## src/rtl/spi_flash_rd_seq_pkg.sv

```systemverilog
// Shared encodings for the SPI flash read sequencer: engine access types,
// status bit position and the sequencer state type.
package spi_flash_rd_seq_pkg;

    typedef enum logic [2:0] {
        ST_IDLE,
        ST_CSON,
        ST_TX,
        ST_POLL,
        ST_RDB,
        ST_NEXT,
        ST_CSOFF,
        ST_DONE
    } state_t;

    typedef struct packed {
        logic        ctrl;
        logic [3:0]  wstrb;
        logic [31:0] wdata;
    } access_t;

    localparam logic        CTRL_REG        = 1'b0;
    localparam logic        CTRL_DATA       = 1'b1;
    localparam logic [3:0]  WSTRB_WR        = 4'b0001;
    localparam logic [3:0]  WSTRB_RD        = 4'b0000;
    localparam int unsigned STATUS_BUSY_BIT = 31;

    localparam access_t ACC_CS_ON  = '{ctrl: CTRL_REG,  wstrb: WSTRB_WR, wdata: 32'd1};
    localparam access_t ACC_CS_OFF = '{ctrl: CTRL_REG,  wstrb: WSTRB_WR, wdata: 32'd0};
    localparam access_t ACC_POLL   = '{ctrl: CTRL_REG,  wstrb: WSTRB_RD, wdata: 32'd0};
    localparam access_t ACC_RDB    = '{ctrl: CTRL_DATA, wstrb: WSTRB_RD, wdata: 32'd0};

    function automatic access_t acc_tx(input logic [7:0] b);
        return '{ctrl: CTRL_DATA, wstrb: WSTRB_WR, wdata: {24'd0, b}};
    endfunction

endpackage

```

## src/rtl/spi_flash_rd_seq_access.sv

```systemverilog
// Single engine access: latches the access on start, raises spi_valid once the
// inter-access gap has elapsed, holds it until spi_ready, then reports done.
module spi_bus_access
    import spi_flash_rd_seq_pkg::*;
#(
    parameter int unsigned GAP_CYCLES = 2
) (
    input  logic        clk,
    input  logic        resetn,
    input  logic        start,
    input  access_t     acc,
    output logic        done,
    output logic [31:0] rdata,
    output logic        spi_valid,
    output logic        spi_ctrl,
    output logic [31:0] spi_wdata,
    output logic [3:0]  spi_wstrb,
    input  logic        spi_ready,
    input  logic [31:0] spi_rdata
);

    localparam int unsigned         GAP_W    = $clog2(GAP_CYCLES) + 1;
    localparam logic [GAP_W-1:0]    GAP_LOAD = GAP_W'(GAP_CYCLES - 1);

    logic             pending;
    logic [GAP_W-1:0] gap_cnt;

    // gap_cnt loads GAP_CYCLES-1 on the handshake; the launch cycle adds the final low cycle.
    always_ff @(posedge clk) begin
        if (!resetn) begin
            done      <= 1'b0;
            rdata     <= '0;
            spi_valid <= 1'b0;
            spi_ctrl  <= 1'b0;
            spi_wdata <= '0;
            spi_wstrb <= '0;
            pending   <= 1'b0;
            gap_cnt   <= '0;
        end else begin
            done <= 1'b0;
            if (gap_cnt != '0) begin
                gap_cnt <= gap_cnt - 1'b1;
            end
            if (start) begin
                spi_ctrl  <= acc.ctrl;
                spi_wdata <= acc.wdata;
                spi_wstrb <= acc.wstrb;
                pending   <= 1'b1;
            end else if (pending && gap_cnt == '0) begin
                spi_valid <= 1'b1;
                pending   <= 1'b0;
            end
            if (spi_valid && spi_ready) begin
                spi_valid <= 1'b0;
                rdata     <= spi_rdata;
                done      <= 1'b1;
                gap_cnt   <= GAP_LOAD;
            end
        end
    end

endmodule

```

## src/rtl/spi_flash_rd_seq.sv

```systemverilog
// Flash word-read sequencer: CS on, command, 24-bit address, dummy bytes,
// four data bytes, CS off; returns the word little-endian.
module spi_flash_rd_seq
    import spi_flash_rd_seq_pkg::*;
#(
    parameter logic [7:0]  CMD         = 8'h03,
    parameter int unsigned DUMMY_BYTES = 0,
    parameter int unsigned GAP_CYCLES  = 2
) (
    input  logic        clk,
    input  logic        resetn,
    input  logic        req_valid,
    input  logic [23:0] req_addr,
    output logic        req_ready,
    output logic [31:0] req_rdata,
    output logic        busy,
    output logic        spi_valid,
    output logic        spi_ctrl,
    output logic [31:0] spi_wdata,
    output logic [3:0]  spi_wstrb,
    input  logic        spi_ready,
    input  logic [31:0] spi_rdata
);

    localparam logic [3:0] LAST       = 4'(7 + DUMMY_BYTES);
    localparam logic [3:0] FIRST_DATA = 4'(4 + DUMMY_BYTES);

    state_t      state;
    logic [3:0]  idx;
    logic [23:0] addr;
    logic [31:0] data;
    logic        acc_start;
    access_t     acc;
    logic        acc_done;
    logic [31:0] acc_rdata;
    logic        unused_rdata;

    assign unused_rdata = ^acc_rdata[30:8];

    function automatic logic [7:0] byte_at(input logic [3:0] i, input logic [23:0] a);
        case (i)
            4'd0:    return CMD;
            4'd1:    return a[23:16];
            4'd2:    return a[15:8];
            4'd3:    return a[7:0];
            default: return 8'h00;
        endcase
    endfunction

    spi_bus_access #(
        .GAP_CYCLES(GAP_CYCLES)
    ) u_access (
        .clk       (clk),
        .resetn    (resetn),
        .start     (acc_start),
        .acc       (acc),
        .done      (acc_done),
        .rdata     (acc_rdata),
        .spi_valid (spi_valid),
        .spi_ctrl  (spi_ctrl),
        .spi_wdata (spi_wdata),
        .spi_wstrb (spi_wstrb),
        .spi_ready (spi_ready),
        .spi_rdata (spi_rdata)
    );

    always_ff @(posedge clk) begin
        if (!resetn) begin
            state     <= ST_IDLE;
            idx       <= '0;
            addr      <= '0;
            data      <= '0;
            busy      <= 1'b0;
            req_ready <= 1'b0;
            req_rdata <= '0;
            acc_start <= 1'b0;
            acc       <= '0;
        end else begin
            acc_start <= 1'b0;
            case (state)
                ST_IDLE: if (req_valid) begin
                    addr      <= req_addr;
                    busy      <= 1'b1;
                    idx       <= '0;
                    acc       <= ACC_CS_ON;
                    acc_start <= 1'b1;
                    state     <= ST_CSON;
                end
                ST_CSON: if (acc_done) begin
                    acc       <= acc_tx(byte_at(idx, addr));
                    acc_start <= 1'b1;
                    state     <= ST_TX;
                end
                ST_TX: if (acc_done) begin
                    acc       <= ACC_POLL;
                    acc_start <= 1'b1;
                    state     <= ST_POLL;
                end
                ST_POLL: if (acc_done) begin
                    if (acc_rdata[STATUS_BUSY_BIT]) begin
                        acc_start <= 1'b1;
                    end else if (idx >= FIRST_DATA) begin
                        acc       <= ACC_RDB;
                        acc_start <= 1'b1;
                        state     <= ST_RDB;
                    end else begin
                        state <= ST_NEXT;
                    end
                end
                ST_RDB: if (acc_done) begin
                    data  <= {acc_rdata[7:0], data[31:8]};
                    state <= ST_NEXT;
                end
                ST_NEXT: begin
                    acc_start <= 1'b1;
                    if (idx == LAST) begin
                        acc   <= ACC_CS_OFF;
                        state <= ST_CSOFF;
                    end else begin
                        idx   <= idx + 4'd1;
                        acc   <= acc_tx(byte_at(idx + 4'd1, addr));
                        state <= ST_TX;
                    end
                end
                ST_CSOFF: if (acc_done) begin
                    req_rdata <= data;
                    req_ready <= 1'b1;
                    state     <= ST_DONE;
                end
                ST_DONE: begin
                    req_ready <= 1'b0;
                    busy      <= 1'b0;
                    state     <= ST_IDLE;
                end
                default: state <= ST_IDLE;
            endcase
        end
    end

endmodule

```

## config.mk

```make
export PLATFORM = sky130hd
export DESIGN_NAME = spi_flash_rd_seq
export DESIGN_NICKNAME = d
export VERILOG_FILES = /design/src/rtl/spi_flash_rd_seq_pkg.sv /design/src/rtl/spi_flash_rd_seq_access.sv /design/src/rtl/spi_flash_rd_seq.sv
export SDC_FILE = /design/constraint.sdc
export NUM_CORES = 1
export LEC_CHECK = 0
export BUFFER_PORTS_ARGS = -buffer_cell sky130_fd_sc_hd__buf_2
export CAP_MARGIN = 30
export CORE_UTILIZATION = 50
export CTS_BUF_LIST = sky130_fd_sc_hd__clkbuf_8
export CTS_CLUSTER_DIAMETER = 100
export DETAILED_ROUTE_END_ITERATION = 16
export GPL_ROUTABILITY_DRIVEN = 0
export GPL_TIMING_DRIVEN = 0
export PLACE_DENSITY_LB_ADDON = 0.15
export SYNTH_ARGS = -nofsm -noshare
export SYNTH_HDL_FRONTEND = slang
export SYNTH_SLANG_ARGS = --single-unit
```

## constraint.sdc

```tcl
create_clock -name clk -period 1.8 [get_ports clk]
set_input_delay 0.09 -clock clk [delete_from_list [all_inputs] [get_ports clk]]
set_output_delay 0.09 -clock clk [all_outputs]
set_load 0.005 [all_outputs]
```

Word-level counts from Yosys, hierarchy flattened

Cells that the tools add are included.

Flip-flop bits (word level): 209

Add/subtract/negate cells: 2
Multiplexer cells: 38
Reductions and logical operators: 24
Equal/unequal tests: 23
Magnitude comparators: 1
Bitwise logic cells: 2

Operators by type and width:

| kind                                                                                 | count |
|---|---|
| 37-bit two-way mux                                                                   | 7 |
| 37-bit case mux with 5 select lines                                                  | 1 |
| 8-bit case mux with 4 select lines                                                   | 2 |
| 3-bit two-way mux                                                                    | 8 |
| 3-bit case mux with 8 select lines                                                   | 1 |
| 4-bit by 2-bit equality test with 1-bit output (second input constant)               | 4 |
| 7-bit AND reduction                                                                  | 2 |
| 1-bit two-way mux                                                                    | 13 |
| 3-bit equality test (second input constant)                                          | 4 |
| 2-bit AND reduction                                                                  | 6 |
| 2-bit nonzero test                                                                   | 6 |
| 2-bit by 1-bit != test with 1-bit output (second input constant)                     | 5 |
| 4-bit by 1-bit equality test with 1-bit output (second input constant)               | 2 |
| 4-bit logical NOT                                                                    | 2 |
| 4-bit two-way mux                                                                    | 2 |
| 2-bit != test (second input constant)                                                | 4 |
| 4-bit case mux with 2 select lines                                                   | 1 |
| 3-bit by 2-bit equality test with 1-bit output (second input constant)               | 2 |
| 5-bit nonzero test                                                                   | 1 |
| 4-bit by 1-bit adder with 4-bit output (second input constant)                       | 1 |
| 4-bit by 3-bit equality test with 1-bit output (second input constant)               | 1 |
| 4-bit by 3-bit greater-or-equal comparator with 1-bit output (second input constant) | 1 |
| 1-bit case mux with 2 select lines                                                   | 2 |
| 1-bit case mux with 4 select lines                                                   | 1 |
| other kinds (8)                                                                      | 11 |

Logic depth before layout (Yosys ltp)

Depth in word-level cells: 5
Mapped depth: 8
Depth with buffers taken out: 6

By module

From an unflattened synthesis, not the netlist that was laid out.

Cell total of the unflattened synthesis: 845
Area, all modules: 7757.4 um^2

Modules (own cells, without submodules):

| module           | times used | area an instance (um^2) | cells each |
|---|---|---|---|
| spi_flash_rd_seq | 1          | 4698.3                  | 559 |
| spi_bus_access   | 1          | 3059.2                  | 286 |

Worst setup path before layout

No wires, ideal clock.

Path type: register to register
Start: reg idx[0]
End: reg, netlist name acc[0]
Data arrival time: 1621 ps
Required time: 1681 ps
Setup slack: 61 ps
Setup time: 119 ps
Stages on the path, launching flop included: 8
Period minus slack after synthesis: 1739 ps
Path through: dfxtp_1 inv_1 ha_1 clkbuf_1 a222oi_1 nor2_1 o21a_1 o221a_2

Word-level cells in the longest chain between the ends: 5

Ends and longest elaborated chain:

| what                                                                   | line                    | source |
|---|---|---|
| start, declared                                                        | spi_flash_rd_seq.sv:29  | `logic [3:0] idx;` |
| start signal, assigned                                                 | spi_flash_rd_seq.sv:120 | `idx <= idx + 4'd1;` |
| 4-bit by 1-bit adder with 4-bit output                                 | spi_flash_rd_seq.sv:121 | `acc <= acc_tx(byte_at(idx + 4'd1, addr));` |
| 4-bit by 2-bit equality test with 1-bit output (tied with other cells) | spi_flash_rd_seq.sv:41  | `case (i)` |
| 8-bit case mux with 4 select lines                                     | spi_flash_rd_seq.sv:41  |  |
| 37-bit two-way mux                                                     | spi_flash_rd_seq.sv:116 | `if (idx == LAST) begin` |
| 37-bit case mux with 5 select lines                                    | spi_flash_rd_seq.sv:80  | `case (state)` |

Several ways; a longest one is shown, not always the timed one. The select of a mux whose other input is x is not followed.
A chain may end at the register's enable or synchronous reset.

Worst setup path after layout

Start: reg idx[0]
End: reg, netlist name acc[1]

Word-level cells in the longest chain between the ends: 5

Ends and longest elaborated chain:

| what                                                                   | line |
|---|---|
| 4-bit by 1-bit adder with 4-bit output                                 | spi_flash_rd_seq.sv:121 |
| 4-bit by 2-bit equality test with 1-bit output (tied with other cells) | spi_flash_rd_seq.sv:41 |
| 8-bit case mux with 4 select lines                                     | spi_flash_rd_seq.sv:41 |
| 37-bit two-way mux                                                     | spi_flash_rd_seq.sv:116 |
| 37-bit case mux with 5 select lines                                    | spi_flash_rd_seq.sv:80 |

Several ways; a longest one is shown, not always the timed one. The select of a mux whose other input is x is not followed.

==> metrics.txt <==
# TYPE chip_impl_metric gauge
chip_impl_info{name="outcome",value="complete, no violations"} 1
chip_impl_info{name="grt_setup_unrepaired",value="yes"} 1
chip_impl_metric{name="clock_tree.htree_level_count",unit=""} 4
chip_impl_metric{name="worstPathRequired",unit="ps"} 2120
chip_impl_metric{name="router_iterations_before_antenna_repair",unit=""} 6
chip_impl_metric{name="number_of_antenna_violations_at_the_first_check_in_global_routing",unit=""} 0
chip_impl_metric{name="mappedNetlistArea",unit="sq um"} 5500
chip_impl_metric{name="combined_global_route_utilization_of_all_metal_layers",unit=""} 0.253
chip_impl_metric{name="post-synth-top-area-fraction",unit=""} 0.481
chip_impl_metric{name="depth_of_the_worst_hold_timing_path",unit=""} 2
chip_impl_metric{name="cp_num_buf_inv",unit=""} 1
chip_impl_info{name="ys_dominant_reg_cell",value="sky130_fd_sc_hd__dfxtp_1"} 1
chip_impl_info{name="cpMaxStageDelayCell",value="sky130_fd_sc_hd__a222oi_1"} 1
chip_impl_metric{name="worstMarginPinSlew",unit="ps"} 721
chip_impl_metric{name="fin_total_pwr",unit="uW"} 7440
chip_impl_metric{name="port-buffer-count",unit=""} 80
chip_impl_metric{name="global_route.usage.met1",unit=""} 0.341
chip_impl_metric{name="finalWirelength",unit="microns"} 13800
chip_impl_metric{name="max_slew_margin",unit=""} 0.519
chip_impl_metric{name="critical_path.max_fanout",unit=""} 9
chip_impl_metric{name="power.density",unit="nW/um^2"} 1060
chip_impl_metric{name="die_width",unit="microns"} 107
chip_impl_metric{name="final_net_count",unit=""} 908
chip_impl_metric{name="timing.final.max_slew_violations",unit=""} 0
chip_impl_metric{name="share_of_flip_flops_with_an_asynchronous_set_or_reset",unit=""} 0
chip_impl_metric{name="ant_nets",unit=""} 0
chip_impl_metric{name="grt_pass1_vias",unit=""} 4743
chip_impl_info{name="end_point_of_the_most_critical_hold_path",value="acc[0]"} 1
chip_impl_info{name="crit_path_start_kind",value="register"} 1
chip_impl_metric{name="die_area",unit="sq um"} 11400
chip_impl_metric{name="hold_viol",unit=""} 0
chip_impl_info{name="grt_most_used_layer",value="met2"} 1
chip_impl_metric{name="hpwl",unit="microns"} 9540
chip_impl_metric{name="ctsLongestPathBuffers",unit=""} 2
chip_impl_info{name="endpoint_kind",value="register"} 1
chip_impl_info{name="synth_top_cells_by_area",value="sky130_fd_sc_hd__dfxtp_1, sky130_fd_sc_hd__nand2_1, sky130_fd_sc_hd__a21oi_1"} 1
chip_impl_metric{name="layout_worst_path_cycle_share",unit=""} 0.965
chip_impl_metric{name="synth_edf_count",unit=""} 0
chip_impl_info{name="synthDominantAreaCellType",value="sky130_fd_sc_hd__dfxtp_1"} 1
chip_impl_metric{name="io_pins",unit=""} 132
chip_impl_metric{name="clk-insertion-delay-late",unit="ps"} 440
chip_impl_metric{name="initialDrtViolationCount",unit=""} 365
chip_impl_metric{name="area.sequential",unit="sq um"} 2650
chip_impl_metric{name="worst-r2r-setup-slack",unit="ps"} 60
chip_impl_metric{name="synth_seq_area_share",unit=""} 0.481
chip_impl_metric{name="drt-wirelength-per-cell",unit="microns"} 13.9
chip_impl_metric{name="grt_met3_usage",unit=""} 0.0614
chip_impl_info{name="timing.critical_path.mode_cell",value="sky130_fd_sc_hd__o211ai_1"} 1
chip_impl_metric{name="synth.ff_latch_count",unit=""} 132
chip_impl_info{name="worst_r2r_startpoint",value="idx[0]"} 1
chip_impl_info{name="worstHoldPathType",value="in -> reg"} 1
chip_impl_metric{name="num_vias",unit=""} 5207
chip_impl_metric{name="drc",unit=""} 0
chip_impl_metric{name="multi_input_gate_area",unit="sq um"} 2500
chip_impl_info{name="crit_path_class",value="reg -> reg"} 1
chip_impl_metric{name="vdd_drop_max",unit="mV"} 0.634
chip_impl_metric{name="skew",unit="ps"} 8.81
chip_impl_metric{name="grt_overflow",unit=""} 0
chip_impl_metric{name="power.leakage",unit="uW"} 0.00282
chip_impl_metric{name="grt_max_degree",unit=""} 17
chip_impl_metric{name="stdcell_area",unit="sq um"} 7020
chip_impl_info{name="timing.rr.end",value="acc[1]"} 1
chip_impl_metric{name="post_drt_via_cell_ratio",unit=""} 5.25
chip_impl_metric{name="synth.distinct_cells",unit=""} 54
chip_impl_info{name="layout_commonest_cell",value="sky130_fd_sc_hd__nand2_1"} 1
chip_impl_metric{name="global_route.usage.met2",unit=""} 0.388
chip_impl_metric{name="rows",unit=""} 37
chip_impl_metric{name="clock_sinks",unit=""} 132
chip_impl_info{name="min-delay-start",value="resetn"} 1
chip_impl_metric{name="filler_cell_count",unit=""} 892
chip_impl_metric{name="cp_data_arrival_time",unit="ps"} 2060
chip_impl_info{name="crit_family",value="compound AO/OA/AOI/OAI gates"} 1
chip_impl_metric{name="post_route_cells_drive_above_1_share",unit=""} 0.217
chip_impl_metric{name="syn-instance-count",unit=""} 683
chip_impl_metric{name="finalSetupViolCount",unit=""} 0
chip_impl_metric{name="yosys_warnings",unit=""} 0
chip_impl_metric{name="core-area",unit="sq um"} 10500
chip_impl_metric{name="initial_standard_cell_utilization_of_the_core",unit=""} 0.523
chip_impl_metric{name="post_synth.cell_area_avg",unit="sq um"} 8.05
chip_impl_metric{name="period_needed",unit="ps"} 1740
chip_impl_metric{name="drv_cap",unit=""} 0
chip_impl_info{name="tritoncts_clock_tree",value="done"} 1
chip_impl_info{name="crit_chain",value="inv_1, ha_2, a222oi_1, nor2_1, o211ai_1, o211ai_1"} 1
chip_impl_metric{name="maxClockFrequency",unit="MHz"} 576
chip_impl_metric{name="cpPeakStageDelay",unit="ps"} 480
chip_impl_metric{name="cts.clk_slew.worst_paths",unit="ps"} 70
chip_impl_metric{name="tritoncts.num_buffers",unit=""} 17
chip_impl_info{name="cts-root-buf",value="sky130_fd_sc_hd__clkbuf_8"} 1
chip_impl_metric{name="flow.area_growth_from_synthesis",unit="%"} 27.6
chip_impl_metric{name="place_area",unit="sq um"} 6170
chip_impl_info{name="layout_common_cells",value="sky130_fd_sc_hd__nand2_1, sky130_fd_sc_hd__dfxtp_1, sky130_fd_sc_hd__a21oi_1"} 1
chip_impl_metric{name="floorplan.die.height",unit="microns"} 107
chip_impl_metric{name="grt_pass1_wl",unit="microns"} 22500
chip_impl_metric{name="reg2reg_depth",unit=""} 6
==> metrics by stage <==
| step | utilization | worst slack (ps) | hold WS, ps | cells | TNS (ps) |
|---|---|---|---|---|---|
| final | 0.668 | 62.7 | 89.1 | 991 | 0 |
| after floorplan | - | 60.7 | 226 | 709 | 0 |
| after CTS | 0.663 | 12.9 | 64.1 | 990 | 0 |
| after detailed placement | 0.587 | -317 | 335 | 925 | -2840 |
| after global routing | 0.668 | -32.1 | 96.1 | 990 | -58.3 |
| after global placement | 0.587 | -249 | 332 | 925 | -1870 |
==> layer usage <==
metal,part of all wire,vias to the layer above
li1,-,2579
met1,0.45,2388
met2,0.45,204
met3,0.067,36
met4,0.025,0
met5,0,-
==> area by class of cell <==
type,instances,share of cell area
Inverter,16,0.00856
Tap cell,136,0.0242
Sequential cell,132,0.377
Multi-Input combinational cell,483,0.357
Timing Repair Buffer,119,0.111
Antenna cell,1,0.000357
Clock buffer,20,0.0392
Buffer,73,0.0631
Clock inverter,11,0.0193
==> state kept, by name, summed over array words and instances, names as in the netlist, 2 cells and up <==
| name | flops |
|---|---|
| idx | 4 |
| addr | 24 |
| acc | 10 |
| u_access.rdata | 9 |
| req_rdata | 32 |
| data | 32 |
| u_access.spi_wdata | 8 |
| state | 3 |
| u_access.gap_cnt | 2 |
==> cell usage after synthesis (3+ instances only) <==
master / n
sky130_fd_sc_hd__nor3_1: 4
sky130_fd_sc_hd__buf_2: 8
sky130_fd_sc_hd__nand2b_1: 4
sky130_fd_sc_hd__a222oi_1: 14
sky130_fd_sc_hd__ha_1: 6
sky130_fd_sc_hd__and2_1: 3
sky130_fd_sc_hd__o211ai_1: 4
sky130_fd_sc_hd__nor2_1: 24
sky130_fd_sc_hd__mux2i_1: 12
sky130_fd_sc_hd__o221ai_1: 6
sky130_fd_sc_hd__dfxtp_1: 132
sky130_fd_sc_hd__o21ai_0: 6
sky130_fd_sc_hd__inv_1: 15
sky130_fd_sc_hd__clkbuf_1: 38
sky130_fd_sc_hd__buf_4: 29
sky130_fd_sc_hd__nand3b_1: 7
sky130_fd_sc_hd__nand2_1: 207
sky130_fd_sc_hd__a21oi_1: 111
sky130_fd_sc_hd__a22oi_1: 3
sky130_fd_sc_hd__nand3_1: 9
==> cell families (layout without fill, tap and decap cells) <==
group	after synthesis	in the layout	share of synthesized area
AOI/OAI and AO/OA	163	163	0.182
xor gates and xnor gates	1	1	0.00159
other	1	28	0.000682
buffers and inverters	94	239	0.0885
muxes	13	13	0.0239
and+or+nand+nor	273	273	0.209
adders and majority gates	6	6	0.0137
DFF	132	132	0.481
==> worst max path at each step <==
stage | startpoint | endpoint | slack (ps) | depth (start not counted)
2_1_floorplan | idx[0] | acc[0] | 60 | 7
3_3_place_gp | idx[0] | acc[4] | -250 | 7
3_5_place_dp | idx[0] | acc[2] | -320 | 7
4_1_cts | state[2] | acc[6] | 10 | 5
5_1_grt | idx[0] | acc[1] | -30 | 6
6_report | idx[0] | acc[1] | 60 | 6
==> report_power, final <==
group / internal, uW / switching, uW
Clock: 1460 / 1110
Combinational: 674 / 884
Sequential: 3140 / 179
==> timing repair <==
| action | 4_1_cts | 5_1_grt |
|---|---|---|
| resized for setup | 13 | 25 |
| pin swaps | 4 | 3 |
| hold buffers | 35 | 0 |
| endpoints found under the hold margin | 34 | 0 |
| buffers inserted | 2 | 2 |
| gates cloned | 0 | 0 |
| endpoints found under the setup margin | 24 | 95 |
Power figures use the tool's default switching activity.
